===== config.mk =====
export PLATFORM = sky130hd
export DESIGN_NAME = fetch_queue
export DESIGN_NICKNAME = d
export VERILOG_FILES = /design/src/rtl/fetch_queue_pkg.sv /design/src/rtl/fetch_queue_fifo.sv /design/src/rtl/fetch_queue.sv
export SDC_FILE = /design/constraint.sdc
export NUM_CORES = 1
export LEC_CHECK = 0
export CAP_MARGIN = 20
export CORE_ASPECT_RATIO = 1.5
export CORE_UTILIZATION = 40
export CTS_BUF_LIST = sky130_fd_sc_hd__clkbuf_2 sky130_fd_sc_hd__clkbuf_4 sky130_fd_sc_hd__clkbuf_8
export DETAILED_ROUTE_END_ITERATION = 16
export PLACE_DENSITY_LB_ADDON = 0.08
export SLEW_MARGIN = 20
export SYNTH_ARGS = -nofsm -noshare
export SYNTH_HDL_FRONTEND = slang
export SYNTH_SLANG_ARGS = --single-unit

===== constraint.sdc =====
create_clock -name clk -period 9.1 [get_ports clk]
set_clock_uncertainty 0.05 [all_clocks]
set_input_delay 1.82 -clock clk [delete_from_list [all_inputs] [get_ports clk]]
set_output_delay 1.82 -clock clk [all_outputs]
set_load 0.01 [all_outputs]

===== src/rtl/fetch_queue_pkg.sv =====
// Shared definitions for the instruction-fetch front end: opcode constants,
// FSM state encoding, sequential PC increment and the JAL offset helper.
// Optional feature macro: FETCH_JAL_REDIRECT_EN (JAL redirected inside fetch).
package fetch_queue_pkg;

    localparam logic [6:0] OP_JAL  = 7'b1101111;
    localparam logic [6:0] OP_JALR = 7'b1100111;

    // Byte distance between sequential instructions.
    localparam int unsigned PC_INC = 32'd4;

    typedef enum logic [1:0] {
        S_IDLE  = 2'd0,
        S_RUN   = 2'd1,
        S_WAITJ = 2'd2,
        S_DROP  = 2'd3
    } fetch_state_e;

`ifdef FETCH_JAL_REDIRECT_EN
    // Reassemble the 21-bit J-type immediate (bit 0 always zero).
    function automatic logic [20:0] jal_offset(input logic [31:0] inst);
        return {inst[31], inst[19:12], inst[20], inst[30:21], 1'b0};
    endfunction
`endif

endpackage


===== src/rtl/fetch_queue_fifo.sv =====
// Circular buffer of DEPTH entries holding {pc, instruction} pairs.
// Push and pop may coincide (also when full); clear empties the buffer and
// takes priority over push/pop. o_count_nxt exposes the occupancy after the
// current edge so the fetch FSM can decide on a new request one cycle early.
module fetch_fifo #(
    parameter int unsigned DEPTH = 4,
    parameter int unsigned WIDTH = 64
) (
    input  logic                     clk,
    input  logic                     rst,
    input  logic                     i_push,
    input  logic                     i_pop,
    input  logic                     i_clear,
    input  logic [WIDTH-1:0]         i_data,
    output logic [WIDTH-1:0]         o_data,
    output logic [$clog2(DEPTH):0]   o_count,
    output logic [$clog2(DEPTH):0]   o_count_nxt
);

    localparam int unsigned PTR_W = $clog2(DEPTH);
    localparam int unsigned CNT_W = PTR_W + 1;

    logic [WIDTH-1:0] r_mem [DEPTH];
    logic [PTR_W-1:0] r_rd;
    logic [PTR_W-1:0] r_wr;
    logic [CNT_W-1:0] r_count;
    logic             w_do_pop;
    logic             w_do_push;
    logic [CNT_W-1:0] w_count_nxt;

    // A pop needs a valid head; a push needs a free slot unless a pop frees one.
    assign w_do_pop  = i_pop & (r_count != {CNT_W{1'b0}});
    assign w_do_push = i_push & ((r_count < CNT_W'(DEPTH)) | w_do_pop);

    // Occupancy after this edge.
    always_comb begin
        w_count_nxt = r_count;
        if (i_clear) begin
            w_count_nxt = {CNT_W{1'b0}};
        end else begin
            case ({w_do_push, w_do_pop})
                2'b10:   w_count_nxt = r_count + CNT_W'(1'b1);
                2'b01:   w_count_nxt = r_count - CNT_W'(1'b1);
                default: w_count_nxt = r_count;
            endcase
        end
    end

    // Pointer, count and storage update.
    always_ff @(posedge clk) begin
        if (rst) begin
            r_rd    <= {PTR_W{1'b0}};
            r_wr    <= {PTR_W{1'b0}};
            r_count <= {CNT_W{1'b0}};
            for (int i = 0; i < int'(DEPTH); i++) begin
                r_mem[i] <= {WIDTH{1'b0}};
            end
        end else if (i_clear) begin
            r_rd    <= {PTR_W{1'b0}};
            r_wr    <= {PTR_W{1'b0}};
            r_count <= {CNT_W{1'b0}};
        end else begin
            if (w_do_push) begin
                r_mem[r_wr] <= i_data;
                r_wr        <= r_wr + PTR_W'(1'b1);
            end
            if (w_do_pop) begin
                r_rd <= r_rd + PTR_W'(1'b1);
            end
            r_count <= w_count_nxt;
        end
    end

    assign o_data      = r_mem[r_rd];
    assign o_count     = r_count;
    assign o_count_nxt = w_count_nxt;

endmodule


===== src/rtl/fetch_queue.sv =====
// Instruction-fetch front end: keeps one fetch outstanding, prefetches
// sequentially into a DEPTH-entry queue, stalls on JALR until execute
// supplies the target and flushes on misprediction, dropping a stale
// in-flight response. With FETCH_JAL_REDIRECT_EN defined, JAL targets are
// computed here; otherwise JAL waits for jr_en like JALR.
// ic_req is a registered pulse decided from the post-edge state, so a
// redirect (jr_en, flush, dropped response) requests on the next cycle, while
// a response cycle never issues, giving one hit every two cycles.
module fetch_queue
    import fetch_queue_pkg::*;
#(
    parameter int unsigned          ADDR_W   = 32,
    parameter int unsigned          INST_W   = 32,
    parameter int unsigned          DEPTH    = 4,
    parameter logic [ADDR_W-1:0]    RESET_PC = {ADDR_W{1'b0}}
) (
    input  logic                clk,
    input  logic                rst,
    input  logic                rdy,
    output logic                ic_req,
    output logic [ADDR_W-1:0]   ic_addr,
    input  logic                ic_valid,
    input  logic [INST_W-1:0]   ic_inst,
    output logic                dec_valid,
    input  logic                dec_ready,
    output logic [ADDR_W-1:0]   dec_pc,
    output logic [INST_W-1:0]   dec_inst,
    input  logic                jr_en,
    input  logic [ADDR_W-1:0]   jr_addr,
    input  logic                flush,
    input  logic [ADDR_W-1:0]   flush_addr
);

    localparam int unsigned CNT_W = $clog2(DEPTH) + 1;

    fetch_state_e        r_state;
    fetch_state_e        w_state_nxt;
    logic [ADDR_W-1:0]   r_pc;
    logic [ADDR_W-1:0]   w_pc_nxt;
    logic                r_pend;
    logic                w_pend_nxt;
    logic                r_ic_req;
    logic [ADDR_W-1:0]   r_ic_addr;
    logic                w_issue;
    logic                w_push;
    logic                w_pop;
    logic                w_clear;
    logic [CNT_W-1:0]    w_count;
    logic [CNT_W-1:0]    w_count_nxt;
    logic [6:0]          w_opcode;
    logic [ADDR_W-1:0]   w_pc_seq;
    logic [ADDR_W+INST_W-1:0] w_fifo_out;

    assign w_opcode = ic_inst[6:0];
    assign w_pc_seq = r_pc + ADDR_W'(PC_INC);

`ifdef FETCH_JAL_REDIRECT_EN
    logic [20:0]         w_jal_off;
    logic [ADDR_W-1:0]   w_jal_tgt;
    assign w_jal_off = jal_offset(ic_inst[31:0]);
    assign w_jal_tgt = r_pc + {{(ADDR_W-21){w_jal_off[20]}}, w_jal_off};
`endif

    // Next state, next pc, pending flag and queue push/clear.
    always_comb begin
        w_state_nxt = r_state;
        w_pc_nxt    = r_pc;
        w_pend_nxt  = r_pend;
        w_push      = 1'b0;
        w_clear     = 1'b0;
        if (!rdy) begin
            w_state_nxt = r_state;
        end else if (r_state == S_IDLE) begin
            w_state_nxt = S_RUN;
            w_pc_nxt    = RESET_PC;
            w_pend_nxt  = 1'b0;
        end else if (flush) begin
            // Flush wins; a response still in flight must be swallowed later.
            w_clear  = 1'b1;
            w_pc_nxt = flush_addr;
            if (r_pend && !ic_valid) begin
                w_state_nxt = S_DROP;
            end else begin
                w_state_nxt = S_RUN;
                w_pend_nxt  = 1'b0;
            end
        end else begin
            case (r_state)
                S_RUN: begin
                    if (r_pend && ic_valid) begin
                        w_push     = 1'b1;
                        w_pend_nxt = 1'b0;
                        if (w_opcode == OP_JALR) begin
                            w_state_nxt = S_WAITJ;
`ifdef FETCH_JAL_REDIRECT_EN
                        end else if (w_opcode == OP_JAL) begin
                            w_pc_nxt = w_jal_tgt;
`else
                        end else if (w_opcode == OP_JAL) begin
                            w_state_nxt = S_WAITJ;
`endif
                        end else begin
                            w_pc_nxt = w_pc_seq;
                        end
                    end else begin
                        w_pend_nxt = r_pend;
                    end
                end
                S_WAITJ: begin
                    if (jr_en) begin
                        w_pc_nxt    = jr_addr;
                        w_state_nxt = S_RUN;
                    end else begin
                        w_state_nxt = S_WAITJ;
                    end
                end
                S_DROP: begin
                    if (ic_valid) begin
                        w_state_nxt = S_RUN;
                        w_pend_nxt  = 1'b0;
                    end else begin
                        w_state_nxt = S_DROP;
                    end
                end
                default: begin
                    w_state_nxt = S_IDLE;
                    w_pend_nxt  = 1'b0;
                end
            endcase
        end
    end

    assign w_pop = rdy & dec_valid & dec_ready;

    // Request decision: running after this edge, nothing outstanding, room in
    // the queue, and not the cycle that just accepted a response.
    always_comb begin
        w_issue = 1'b0;
        if (rdy && (r_state != S_IDLE) && (w_state_nxt == S_RUN) &&
            !w_pend_nxt && !w_push && (w_count_nxt < CNT_W'(DEPTH))) begin
            w_issue = 1'b1;
        end else begin
            w_issue = 1'b0;
        end
    end

    // FSM, pc, pending flag and request output registers.
    always_ff @(posedge clk) begin
        if (rst) begin
            r_state   <= S_IDLE;
            r_pc      <= RESET_PC;
            r_pend    <= 1'b0;
            r_ic_req  <= 1'b0;
            r_ic_addr <= RESET_PC;
        end else if (rdy) begin
            r_state  <= w_state_nxt;
            r_pc     <= w_pc_nxt;
            r_pend   <= w_pend_nxt | w_issue;
            r_ic_req <= w_issue;
            if (w_issue) begin
                r_ic_addr <= w_pc_nxt;
            end
        end
    end

    fetch_fifo #(
        .DEPTH (DEPTH),
        .WIDTH (ADDR_W + INST_W)
    ) u_fifo (
        .clk         (clk),
        .rst         (rst),
        .i_push      (w_push),
        .i_pop       (w_pop),
        .i_clear     (w_clear),
        .i_data      ({r_pc, ic_inst}),
        .o_data      (w_fifo_out),
        .o_count     (w_count),
        .o_count_nxt (w_count_nxt)
    );

    assign ic_req    = r_ic_req & rdy;
    assign ic_addr   = r_ic_addr;
    assign dec_valid = (w_count != {CNT_W{1'b0}});
    assign dec_pc    = w_fifo_out[ADDR_W+INST_W-1:INST_W];
    assign dec_inst  = w_fifo_out[INST_W-1:0];

endmodule

== Word-level counts from Yosys, hierarchy flattened ==
Memories as Yosys holds them, arrays and structs flattened. A register that Yosys moved wholly into a read port is not among the register bits.
Index checks and enable logic that the tools add are counted.

* Output and inout port bits: 98
* Memories: 1
* Input bits: 103
* Flip-flop bits (word level): 75
* RAM bits: 256

{| class="wikitable"
|+ Memories
! memory !! words !! width !! rd ports !! clocked after Yosys merged registers in !! wr ports !! line !! text
|-
| u_fifo.r_mem || 4 || 64 || 1 || 1 || 4 || fetch_queue_fifo.sv:23 || <nowiki>logic [WIDTH-1:0] r_mem [DEPTH];</nowiki>
|}

* Equality and inequality tests: 8
* Reduce and logical (&&, ||, !) cells: 16
* Order comparisons: 2
* Bitwise logic cells: 7
* Muxes and demuxes: 46
* Add/subtract/negate cells: 5

{| class="wikitable"
|+ Operator list
! cell !! number
|-
| 32-bit 2-to-1 mux || 6
|-
| 64-bit 2-to-1 mux || 1
|-
| 32-bit case mux with 2 select lines || 1
|-
| 64-bit OR reduction || 1
|-
| 32-bit by 3-bit adder with 32-bit output (second input constant) || 1
|-
| 2-bit 2-to-1 mux || 12
|-
| 1-bit 2-to-1 mux || 22
|-
| 7-bit == test (second input constant) || 2
|-
| 1-bit logical AND || 7
|-
| 2-bit by 1-bit == test with 1-bit output (second input constant) || 3
|-
| 2-bit == test (second input constant) || 3
|-
| 3-bit < comparator (second input constant) || 2
|-
| 2-bit case mux with 3 select lines || 1
|-
| 3-bit case mux with 2 select lines || 1
|-
| 1-bit AND || 5
|-
| 2-bit by 1-bit adder with 2-bit output (second input constant) || 2
|-
| 3-bit by 1-bit adder with 3-bit output (second input constant) || 1
|-
| 1-bit zero test || 3
|-
| 3-bit 2-to-1 mux || 1
|-
| 1-bit case mux with 3 select lines || 1
|-
| 3-bit nonzero test || 1
|-
| 3-bit by 1-bit subtractor with 3-bit output (second input constant) || 1
|-
| 2-bit zero test || 1
|-
| 1-bit bitwise OR || 2
|-
| other kinds (3) || 3
|}

== Longest topological paths before layout ==
Gate-level depths: netlist (run 1).

* Depth after elaboration: 15
* Gate-level depth with buffers: 16
* Gate-level depth less buffers: 14

== Cells and area by module ==
Synthesis (run 1) repeated with hierarchy kept, for this count alone.

* Cell total of the unflattened synthesis: 1285
* Area, all modules: 16136.7 um^2

{| class="wikitable"
|+ Modules (own cells, without submodules)
! module !! area each (um^2) !! times used !! cells an instance !! seq. area each (um^2)
|-
| fetch_fifo || 11497.3 || 1 || 672 || 7867.5
|-
| fetch_queue || 4639.4 || 1 || 613 || 1361.3
|}

== Worst setup path before layout (run 1) ==
No wires, ideal clock.

* Path kind: input to register
* Start: input flush
* End: memory u_fifo.r_mem[0][0], enable pin
* Data arrival time: 7.263 ns
* Stages on the path: 5
* Path slack: 1.212 ns
* Path through: nor2b_1 -> nand3_1 -> nor2_1 -> inv_1 -> o21ai_0

{| class="wikitable"
|+ RTL lines
! what !! line !! text
|-
| start, declared || fetch_queue.sv:30 || <nowiki>input logic flush,</nowiki>
|-
| end, declared || fetch_queue_fifo.sv:23 ||
|}

== Worst setup path in the final report (run 1) ==
* Start: input flush
* End: register r_ic_addr[31] (netlist: ic_addr[31])

* Longest elaborated chain between the ends: 11
* Elaborated cells on any way between the ends: 29
* Classes of those cells: 1 x order compare; 3 x eq/ne; 17 x mux; 1 x bitwise; 7 x reduce/logical

{| class="wikitable"
|+ Ends and longest elaborated chain
! what !! line !! text
|-
| 1-bit 2-to-1 mux || fetch_queue.sv:77 || <nowiki>end else if (flush) begin</nowiki>
|-
| 1-bit 2-to-1 mux || fetch_queue.sv:73 || <nowiki>end else if (r_state == S_IDLE) begin</nowiki>
|-
| 1-bit 2-to-1 mux || fetch_queue.sv:71 || <nowiki>if (!rdy) begin</nowiki>
|-
| 1-bit AND || fetch_queue_fifo.sv:33 || <nowiki>assign w_do_push = i_push & ((r_count < CNT_W'(DEPTH)) | w_do_pop);</nowiki>
|-
| 2-bit by 1-bit == test with 1-bit output or 2-bit == test (tied branches) || fetch_queue_fifo.sv:41 || <nowiki>case ({w_do_push, w_do_pop})</nowiki>
|-
| 3-bit case mux with 2 select lines || fetch_queue_fifo.sv:41 ||
|-
| 3-bit 2-to-1 mux || fetch_queue_fifo.sv:38 || <nowiki>if (i_clear) begin</nowiki>
|-
| 3-bit < comparator || fetch_queue.sv:140 || <nowiki>!w_pend_nxt && !w_push && (w_count_nxt < CNT_W'(DEPTH))) begin</nowiki>
|-
| 1-bit logical AND || fetch_queue.sv:140 ||
|-
| 1-bit 2-to-1 mux || fetch_queue.sv:139 || <nowiki>if (rdy && (r_state != S_IDLE) && (w_state_nxt == S_RUN) &&</nowiki>
|-
| 2-bit AND reduction (no line) || -- ||
|-
| end signal, assigned || fetch_queue.sv:161 || <nowiki>r_ic_addr <= w_pc_nxt;</nowiki>
|-
| end, declared || fetch_queue.sv:43 || <nowiki>logic [ADDR_W-1:0] r_ic_addr;</nowiki>
|}

Several ways; a longest one is shown, not always the timed one.
A chain may end at the register's enable or synchronous reset.

==> results of run 1 <==
critical path, stage by stage:
cell	delay [ns]
buf_2	0.26
nor2b_1	0.51
nand3_1	0.48
nor2_1	0.39
inv_1	0.19
ha_1	0.28
fa_1	0.38
xnor2_1	0.15
o21ai_0	0.22
a21o_1	0.19
nand4_1	0.10
buf_4	0.24
nor2_1	0.71
a211oi_1	0.17
flip-flops by register name (all words and copies together) (netlist names), named ones only:
register,count
u_fifo.r_mem,256
ic_addr,32
r_pc,32
u_fifo.o_count,3
r_state,2
u_fifo.r_rd,2
u_fifo.r_wr,2
r_ic_req,1
r_pend,1
path summary, 6_finish.rpt:
| kind | endpoint | slack (ns) |
|---|---|---|
| setup / recovery | ic_addr[31] | 3.38 |
| hold / removal | ic_addr[6] | 0.43 |
| setup reg to reg | ic_addr[31] | 3.95 |
| hold reg to reg | ic_addr[6] | 0.43 |
metrics by stage:
stage               power, mW  cell area, um2    util
floorplan               1.841           15510       -
global placement        1.970           17890  0.4670
detailed placement      1.971           17890  0.4670
CTS                     3.231           18920  0.4937
global route            3.306           18930  0.4940
finish                  3.197           18930  0.4940
synth_stat cells, types with 9 or more instances:
cell,count,area share
a21oi_1,40,0.013
nor2b_1,9,0.0036
mux4_2,64,0.093
nor3_1,15,0.0048
o211ai_1,11,0.0053
nand3_1,32,0.010
buf_2,28,0.0090
and3_1,28,0.011
mux2i_1,14,0.0090
nor2_1,204,0.049
inv_1,88,0.021
o21ai_0,39,0.013
clkbuf_1,61,0.015
nand2b_1,18,0.0073
nand2_1,115,0.028
a221oi_1,21,0.012
dfxtp_1,77,0.099
nor4_1,14,0.0056
edfxtp_1,256,0.50
logic make-up (layout without fill, tap and decap cells):
kind of cell               after synthesis  after routing
and+or+nand+nor                        479            479
muxes                                   82             82
buffers and inverters                  191            400
xor gates and xnor gates                12             12
DFF                                    333            333
adders and majority gates                7              7
AOI/OAI and AO/OA                      209            209
other                                    0              1
final cells by class:
cell class	count	area share
sequential	333	0.4880
multi-input combinational	789	0.2941
timing repair buffer	219	0.1130
clock buffer	78	0.04945
inverter	91	0.01805
tap	495	0.03272
clock inverter	12	0.004495
antenna	1	0.0001322
per-layer routing:
metal | part of all wire | wire, um
met1 | 0.40 | 18530
met2 | 0.51 | 23230
met5 | 0 | 0
met3 | 0.055 | 2528
met4 | 0.035 | 1630
power by group through the flow:
stage / combinational [mW] / sequential (mW) / clock, mW
global route: 0.254 / 1.70 / 1.35
finish: 0.239 / 1.70 / 1.26
floorplan: 0.113 / 1.73 / 0
CTS: 0.240 / 1.70 / 1.29
detailed placement: 0.239 / 1.73 / 0
global placement: 0.240 / 1.73 / 0
==> summary.txt, run 1 <==
outcome - completed
largest net degree at the start of global routing - 88
max_slew headroom - 0.2757
Yosys reg bits - 333
Synth Flop Type - edfxtp_1
CTS sink count - 333
Final Critical Period - 5.718 ns
TritonCTS Buffers - 52
Leakage Power - 6.926 nW
Worst Hold Class - reg -> reg
sequential area share after synthesis - 0.5951
antenna violations before repair - 1
core box area - 0.03832 mm2
worst vdd ir - 0.0001061 V
Synth Area in XOR/XNOR - 0.006777
Synth Area in Simple Gates - 0.1428
Synth-to-Final Area Change - 22.04%
final number of setup-violating endpoints - 0
Die X - 162.8 um
Post-DP HPWL - 28580 um
layer with the highest usage - met2
syn avg cell area - 11.81 um2
most common cell after layout, fill and taps aside - edfxtp_1
Post-CTS Setup Bufs - 0
post-CTS sizing - 0
clock slew at reported path FFs - 0.07 ns
Post-Layout Cell Count - 2018
final hold vios - 0
most frequent cells in the layout - edfxtp_1, nor2_1, clkdlybuf4s50_1
number of synthesized flops with an enable pin - 256
Worst EP arrival - 6.10 ns
Multi-input gate area - 0.005567 mm2
Initial Utilization - 0.4047
Clock power frac - 0.393
reg2reg start - r_state[1]
YS warnings - 0
H-tree Lvls - 2
DIE HEIGHT - 243.2 um
Netlist cell types - 76
Post-Synth Adder-Cell Area - 0.006132
Worst-Skew Late Latency - 0.60 ns
clock root buffer - clkbuf_8
fin. max-slew vios - 0
Global Route met3 Usage - 0.03520
row cnt - 88
part of the power in registers - 0.532
Synth Instances - 1313
setup TNS - 0 ns
CTS tree - done
critical path class - in -> reg
max_cap viols - 0
DRC - 0
setup ws final - 3.382 ns
total wire length - 45920 um
RSZ-0062 raised after global routing - no
Post-Syn Nets - 1423
fin crit share - 0.6283
I/O pin count - 201
GR met2 Demand/Resource - 0.4056
total number of vias - 11300
Clock Tree Buf Depth - 3
CP Max Fanout - 27
NetSw - 0.7333 mW
Layout fillers - 3556
Min-Delay Startpoint - ic_addr[6]
multiplexer share of the synthesized area - 0.1049
total die area - 0.03958 mm2
Int Power - 2.464 mW
vias in the first global route - 11416
first-pass GRT wire length - 68980 um
WL/cell - 22.76 um
Final GP Congestion - 0.8971
worst-margin pin slew - 1.086 ns
Final #Nets - 1596
Tot GR Track Use - 0.2326
register area - 0.009236 mm2
crit path from - flush
share of cells above drive strength 1 - 0.1294
ys async rst share - 0
mapped cell area - 0.01551 mm2
antenna-violating nets left - 0
Post-Place Setup Slack - 2.833 ns
main combinational cell family by area after synthesis - simple AND/OR/NAND/NOR gates
met1 Use GR - 0.2861
IO buf count - 200
hold_ws - 0.4307 ns
Max Clk Rate - 174.9 MHz
R2R depth - 16
Sw Ratio - 0.2294
hold path depth - 2
Critical Path Start Type - primary input
Worst Path Required - 9.49 ns
Pre-antenna DRT Iters - 7
Iter 0 DRT Violations - 770
Worst setup EP type - flop
cts hold-fix bufs - 0
compound-gate portion of the synthesized area - 0.09455
Placed Cells - 1927
Pwr Density - 168.9 mW/mm2
vias per inst - 5.600
GRT Residual Overflow - 0
Logic pwr share - 0.075
Power figures use the tool's default switching activity.
==> inputs of run 2 (changes only) <==
clock period = 5.2 ns   (was 9.1 ns; I/O delays follow)
==> summary.txt, run 2 (synthesis gave the netlist of run 1 again) <==
setup TNS - 0 ns
CP Cell Sequence - clkdlybuf4s50_1, and2_1, nand3_1, nor2_1, inv_1, ha_1, fa_1, xnor2_1, o21ai_0, a21o_1, and4_1, buf_4, a21oi_1, a211oi_1
DRC - 0
max FFs per register - 256
Final GP Congestion - 0.8939
Tot GR Track Use - 0.2371
Die X - 162.8 um
core box area - 0.03832 mm2
CP Max Fanout - 15
fin crit share - 0.8489
Worst EP arrival - 4.86 ns
RSZ-0062 raised after global routing - no
share of cells above drive strength 1 - 0.1358
vias per inst - 5.589
Placed Cells - 1939
Layout fillers - 3501
hold path depth - 2
Crit path max-delay family - simple AND/OR/NAND/NOR gates
Worst Path Required - 5.65 ns
total wire length - 46420 um
Post-Layout Cell Count - 2035
Critical Path Start Type - primary input
largest net degree at the start of global routing - 88
R2R depth - 14
Worst-Skew Late Latency - 0.59 ns
post-CTS sizing - 0
clock slew at reported path FFs - 0.06 ns
Post-Place Setup Slack - 0.2597 ns
instance count on the critical path - 14
final number of setup-violating endpoints - 0
first-pass GRT wire length - 70380 um
area post-placement - 0.01804 mm2
Worst Hold Class - reg -> reg
Power, Total - 5.562 mW
Pre-antenna DRT Iters - 6
H-tree Lvls - 2
max_slew headroom - 0.2490
clock root buffer - clkbuf_8
Leakage Power - 6.991 nW
total number of vias - 11374
Post-DP HPWL - 29910 um
CTS tree - done
cts hold-fix bufs - 0
WL/cell - 22.81 um
Post-CTS Setup Bufs - 0
TritonCTS Buffers - 52
Initial Utilization - 0.4047
fin. max-slew vios - 0
I/O pin count - 201
antenna-violating nets left - 0
most common cell after layout, fill and taps aside - edfxtp_1
CTS sink count - 333
Pwr Density - 292.1 mW/mm2
final hold vios - 0
GRT Residual Overflow - 0
Clock Tree Buf Depth - 3
row cnt - 88
max_cap viols - 0
setup ws final - 0.7858 ns
DIE HEIGHT - 243.2 um
most frequent cells in the layout - edfxtp_1, nor2_1, clkdlybuf4s50_1
IO buf count - 200
Worst path slowest cell - clkdlybuf4s50_1
antenna violations before repair - 1
Most flops, register - u_fifo.r_mem
CP peak stage delay - 0.55 ns
Iter 0 DRT Violations - 903
vias in the first global route - 11896
critical path class - in -> reg
outcome - completed
final instance area - 0.01904 mm2
worst-margin pin slew - 1.122 ns
Final Critical Period - 4.414 ns
Final #Nets - 1608
total die area - 0.03958 mm2
Synth-to-Final Area Change - 22.78%
Worst setup EP type - flop
worst vdd ir - 0.0001504 V
WP buf/inv - 3
Max Clk Rate - 226.5 MHz
-- run 2: cell count changes in the layout (fill, tap and decap cells not counted) --
cell / before / now
clkinvlp_4: 2 / 1
nor2_1: 204 / 203
clkinv_2: 5 / 3
bufinv_16: 1 / 0
buf_12: 0 / 4
inv_6: 0 / 1
nand2_8: 1 / 0
clkinv_1: 5 / 11
clkbuf_8: 56 / 53
buf_4: 19 / 27
clkbuf_4: 22 / 27
nor2_2: 0 / 1
nand2_4: 1 / 2
-- run 2: final timing paths --
check | from | endpoint | slack [ns]
min reg2reg | ic_addr[21] | ic_addr[21] | 0.44
max | ic_valid | ic_addr[10] | 0.79
min | ic_addr[21] | ic_addr[21] | 0.44
max reg2reg | r_state[0] | ic_addr[10] | 0.94
-- run 2: stage by stage --
step                      hold WS [ns]  utilization
after detailed placement        0.4206       0.4707
after floorplan                 0.3895            -
after global routing            0.4468       0.4969
after global placement          0.4219       0.4707
after CTS                       0.4353       0.4969
final                           0.4355       0.4969
-- run 2: per-layer routing --
| layer | wire length (um) | part of all wire | track usage |
|---|---|---|---|
| met5 | 0 | 0 | 0 |
| met3 | 2550 | 0.055 | 0.03247 |
| met4 | 2034 | 0.044 | 0.1124 |
| met2 | 23670 | 0.51 | 0.4151 |
| met1 | 18160 | 0.39 | 0.2840 |
-- run 2: where the power goes --
| part | internal (mW) | leakage, nW | switching, mW |
|---|---|---|---|
| logic | 0.191 | 3.19 | 0.235 |
| clock network | 1.14 | 0.537 | 1.02 |
| registers | 2.94 | 3.26 | 0.0394 |
-- run 2: area by class of cell --
cell class | count | area, um2 | share of cell area
flip-flops and latches | 333 | 9236 | 0.4851
multi-input cells | 789 | 5560 | 0.2920
repair buffers | 231 | 2280 | 0.1197
clock buffers | 80 | 932.1 | 0.04896
well taps | 495 | 619.3 | 0.03253
inverters | 91 | 341.6 | 0.01794
clock inverters | 15 | 68.82 | 0.003614
diodes | 1 | 2.502 | 0.0001314
-- run 2: worst reg2reg max path, stage by stage, from the launching register on --
cell,delay [ns]
dfxtp_1,0.41
inv_1,0.09
ha_1,0.42
nand2b_1,0.32
nor2_1,0.30
inv_1,0.19
ha_1,0.28
fa_1,0.40
xnor2_1,0.15
o21ai_0,0.23
a21o_1,0.18
and4_1,0.52
buf_4,0.31
a21oi_1,0.10
a211oi_1,0.23
